===== src/rtl/cache_arb_types.sv =====
// Shared enumerations for the I/D cache-to-physical-memory arbiter.
package cache_arb_types;

  typedef enum logic [1:0] {
    IDLE    = 2'd0,
    SERVE_I = 2'd1,
    SERVE_D = 2'd2
  } arb_state_e;

  typedef enum logic {
    GRANT_I = 1'b0,
    GRANT_D = 1'b1
  } grant_e;

endpackage


===== src/rtl/cache_arbiter.sv =====
// Round-robin arbiter sharing one physical-memory port between an I-cache and a D-cache.
// The granted side owns the port until pmem_resp; one IDLE cycle separates transactions.
module cache_arbiter
  import cache_arb_types::*;
#(
  parameter int ADDR_W = 32,
  parameter int LINE_W = 256
) (
  input  logic              clk,
  input  logic              rst,
  input  logic              i_pmem_read,
  input  logic [ADDR_W-1:0] i_pmem_address,
  output logic [LINE_W-1:0] i_pmem_rdata,
  output logic              i_pmem_resp,
  input  logic              d_pmem_read,
  input  logic              d_pmem_write,
  input  logic [ADDR_W-1:0] d_pmem_address,
  input  logic [LINE_W-1:0] d_pmem_wdata,
  output logic [LINE_W-1:0] d_pmem_rdata,
  output logic              d_pmem_resp,
  output logic              pmem_read,
  output logic              pmem_write,
  output logic [ADDR_W-1:0] pmem_address,
  output logic [LINE_W-1:0] pmem_wdata,
  input  logic [LINE_W-1:0] pmem_rdata,
  input  logic              pmem_resp
);

  arb_state_e state_r;
  arb_state_e state_next_s;
  grant_e     last_grant_r;
  grant_e     last_grant_next_s;
  logic       i_req_s;
  logic       d_req_s;

  assign i_req_s = i_pmem_read;
  assign d_req_s = d_pmem_read | d_pmem_write;

  // State and round-robin history; reset leaves D as last winner so I takes the first tie
  always_ff @(posedge clk) begin
    if (rst) begin
      state_r      <= IDLE;
      last_grant_r <= GRANT_D;
    end else begin
      state_r      <= state_next_s;
      last_grant_r <= last_grant_next_s;
    end
  end

  // Next-state: grant from IDLE, hold the grant until memory responds
  always_comb begin
    state_next_s      = state_r;
    last_grant_next_s = last_grant_r;
    case (state_r)
      IDLE: begin
        if (i_req_s && d_req_s) begin
          if (last_grant_r == GRANT_D) begin
            state_next_s      = SERVE_I;
            last_grant_next_s = GRANT_I;
          end else begin
            state_next_s      = SERVE_D;
            last_grant_next_s = GRANT_D;
          end
        end else if (i_req_s) begin
          state_next_s      = SERVE_I;
          last_grant_next_s = GRANT_I;
        end else if (d_req_s) begin
          state_next_s      = SERVE_D;
          last_grant_next_s = GRANT_D;
        end else begin
          state_next_s = IDLE;
        end
      end
      SERVE_I: begin
        if (pmem_resp) begin
          state_next_s = IDLE;
        end else begin
          state_next_s = SERVE_I;
        end
      end
      SERVE_D: begin
        if (pmem_resp) begin
          state_next_s = IDLE;
        end else begin
          state_next_s = SERVE_D;
        end
      end
      default: begin
        state_next_s = IDLE;
      end
    endcase
  end

  // Output mux: the granted side drives memory combinationally, everything else stays 0
  always_comb begin
    pmem_read    = 1'b0;
    pmem_write   = 1'b0;
    pmem_address = {ADDR_W{1'b0}};
    pmem_wdata   = {LINE_W{1'b0}};
    i_pmem_resp  = 1'b0;
    d_pmem_resp  = 1'b0;
    case (state_r)
      SERVE_I: begin
        pmem_read    = i_pmem_read;
        pmem_address = i_pmem_address;
        i_pmem_resp  = pmem_resp;
      end
      SERVE_D: begin
        pmem_read    = d_pmem_read;
        pmem_write   = d_pmem_write;
        pmem_address = d_pmem_address;
        pmem_wdata   = d_pmem_wdata;
        d_pmem_resp  = pmem_resp;
      end
      default: begin
        pmem_read = 1'b0;
      end
    endcase
  end

  // Fill data is broadcast; each requester qualifies it with its own resp
  assign i_pmem_rdata = pmem_rdata;
  assign d_pmem_rdata = pmem_rdata;

endmodule


===== config.mk =====
export PLATFORM = sky130hd
export DESIGN_NAME = cache_arbiter
export DESIGN_NICKNAME = d
export VERILOG_FILES = /design/src/rtl/cache_arb_types.sv /design/src/rtl/cache_arbiter.sv
export SDC_FILE = /design/constraint.sdc
export NUM_CORES = 1
export LEC_CHECK = 0
export CORE_AREA = 2 2 536 538
export DETAILED_ROUTE_END_ITERATION = 7
export DIE_AREA = 0 0 538 540
export MAX_ROUTING_LAYER = met4
export SLEW_MARGIN = 20
export SYNTH_ARGS = -nofsm -noshare
export SYNTH_HDL_FRONTEND = slang
export SYNTH_SLANG_ARGS = --single-unit

===== constraint.sdc =====
create_clock -name clk -period 1.2 [get_ports clk]
set_input_delay 0.12 -clock clk [delete_from_list [all_inputs] [get_ports clk]]
set_output_delay 0.12 -clock clk [all_outputs]
set_load 0.05 [all_outputs]

==> results.json, run 1 <==
{
  "root_buffer": "clkbuf_16",
  "routed_wl_um": 203000,
  "dpl_cell_area_um2": 17500,
  "cts.sinks": 3,
  "setup_viol": 294,
  "fin_area_um2": 18200,
  "ctsLongestPathBuffers": 2,
  "drc": 0,
  "gr-usage-all-layers_pct": 13.8,
  "worst_slack_ps": -614,
  "clkTransAtPathRegs_ps": 30,
  "hpwl_um": 196000,
  "ir_worst_vdd_v": 0.000533,
  "fmax_mhz": 551,
  "violations": "negative setup slack",
  "worstHoldStart": "pmem_rdata[253]",
  "ys_ff_latch": 3,
  "min_to": "d_pmem_rdata[253]",
  "grt.overflow.total": 0,
  "worst_pin_slew_ps": 567,
  "cts_tree": "done",
  "die-width_um": 538,
  "detail_route.wl_per_cell_um": 41.8,
  "grt_pass1_wl_um": 221000,
  "clk_latency_ps": 220,
  "die_area_um2": 291000,
  "antenna_found_initial": 187,
  "rsz0062_at_grt": "true",
  "core_area_um2": 284000,
  "drv_cap": 0,
  "finalClockSkew_ps": 0.781,
  "area_delta_synth_final_pct": 181,
  "mostFrequentLayoutCells": "clkdlybuf4s50_1 (325), buf_12 (304), and2_4 (227), a22oi_2 (33), nor2b_4 (33)",
  "pre_cts_slack_ps": -447,
  "io_pins": 1386,
  "hp-class": "in -> out",
  "first_pass_iters": 4,
  "cp-start-kind": "flop",
  "hold_viol": 0,
  "required_ps": 1080,
  "ff2ff_setup_slack_ps": -270,
  "num_vias": 7229,
  "ant_nets": 0,
  "synth_area_um2": 6460,
  "fin_nets": 1600,
  "port_buffers": 617,
  "holdPathStages": 0,
  "max_slew_margin_pct": 62.1,
  "status": "finished with violations",
  "min_period_ps": 1810,
  "grt_max_degree": 51,
  "h-tree-depth": 1,
  "initial_core_util_pct": 2.27,
  "worstSetupPathType": "reg -> out",
  "fin_util_pct": 6.39,
  "num_rows": 196,
  "yosys_warnings": 0,
  "r2r_cells": 5,
  "drive_gt1_share_pct": 66.6,
  "fp.dieH_um": 540,
  "syn_nets": 1482,
  "grt_pass1_vias": 7269,
  "p_leak_uw": 0.00552,
  "drt-vias-per-instance": 1.49,
  "worstPathMaxFanout": 8,
  "arrival_ps": 1690,
  "cts_hold_buf": 0,
  "power_uw": 13000,
  "r2r-end": "state_r[1]",
  "routabilityCongestion": 0.904,
  "synthCells": 896,
  "rr_startpoint": "state_r[0]",
  "ys_seq_area_share_pct": 0.929,
  "fin_tns_setup_ps": -147650,
  "final_common_cell": "clkdlybuf4s50_1",
  "finalCritPeriodShare_pct": 151,
  "cts_buffers": 3,
  "power.density_nw_per_um2": 717,
  "syn_area_per_cell_um2": 7.21,
  "slew_violations": 0,
  "drt_iter0_drc": 295,
  "worstSetupEndpointType": "output pin",
  "synth_cell_types": 20
}
registers in the layout (all words and copies together), names as in the netlist:
signal        flops
last_grant_r      1
state_r           2
synthesized netlist by cell type, drive strengths merged:
| cell | count | area [µm²] |
|---|---|---|
| nor2 | 1 | 3.75 |
| a22oi | 33 | 248 |
| clkbuf | 27 | 133 |
| ha | 4 | 50.1 |
| nor2b | 34 | 213 |
| dfxtp | 3 | 60.1 |
| inv | 2 | 7.51 |
| o21bai | 1 | 7.51 |
| or2 | 1 | 6.26 |
| and2 | 259 | 1750 |
| nand2 | 2 | 7.51 |
| a41o | 2 | 20.0 |
| buf | 524 | 3940 |
| a221o | 1 | 10.0 |
| nor4b | 2 | 17.5 |
stage by stage:
| stage | hold WS (ps) | instances |
|---|---|---|
| floorplan | 225 | 896 |
| global placement | 241 | 4755 |
| detailed placement | 241 | 4755 |
| CTS | 241 | 4768 |
| global route | 240 | 4850 |
| finish | 240 | 4854 |
power by group:
part / internal [µW] / switching (µW) / leakage, µW
combinational: 5880 / 6490 / 0.00545
sequential: 118 / 18.0 / 0.0000259
clock: 439 / 92.8 / 0.0000387
total: 6430 / 6600 / 0.00552
critical path, stage by stage (launching register included):
cell and delay (ps):
dfxtp_2 320, inv_2 60, ha_4 180, buf_12 160, buf_8 160, a22oi_2 300
nor2b_4 80, buf_12 150
metal layers:
layer | vias to the layer above | track usage (%) | share of wire [%]
li1 | 2585 | - | -
met1 | 2826 | 6.85 | 17
met2 | 1396 | 20.1 | 42
met3 | 422 | 23.2 | 38
met4 | 0 | 3.53 | 3.7
met5 | - | - | 0
what timing repair did:
action / in CTS / in global routing
buffers inserted: 4 / 6
gates cloned: 5 / 2
pin swaps: 7 / 15
endpoints found under the setup margin: 294 / 294
gates resized for setup: 14 / 10
cell type report:
class	instances	area, µm²
antenna	79	198
tap	3762	4710
inverter	2	10.0
clock buffer	4	78.8
timing repair buffer	664	9860
sequential	3	65.1
multi-input combinational	340	3260
fill	33239	266000
worst max-delay path by stage:
stage	from	endpoint	slack [ps]	cells past startpoint
after CTS	state_r[0]	pmem_address[10]	-630	7
after detailed placement	state_r[0]	pmem_address[9]	-450	7
final	state_r[0]	pmem_address[10]	-610	7
after floorplan	state_r[0]	pmem_address[0]	-130	6
after global placement	state_r[0]	pmem_address[9]	-460	7
after global routing	state_r[0]	pmem_address[5]	-650	8
logic make-up (layout without fill, tap and decap cells):
family	after synthesis	count (layout)	synth area share, %
DFF	3	3	0.929
AOI/OAI and AO/OA	37	37	4.41
other	0	79	0
buffers and inverters	553	670	63.0
and+or+nand+nor	299	299	30.8
adders and majority gates	4	4	0.774
Note: power is estimated with default switching activity, not from simulation.
==> run 2: changes to the inputs <==
--- a/config.mk
+++ b/config.mk
@@ -8,6 +8,7 @@
 export CORE_AREA = 2 2 536 538
 export DETAILED_ROUTE_END_ITERATION = 7
 export DIE_AREA = 0 0 538 540
+export HOLD_SLACK_MARGIN = 0.15
 export MAX_ROUTING_LAYER = met4
 export SLEW_MARGIN = 20
 export SYNTH_ARGS = -nofsm -noshare
==> results of run 2 <==
Final layout, timing and power as in run 1 (identical DEF).
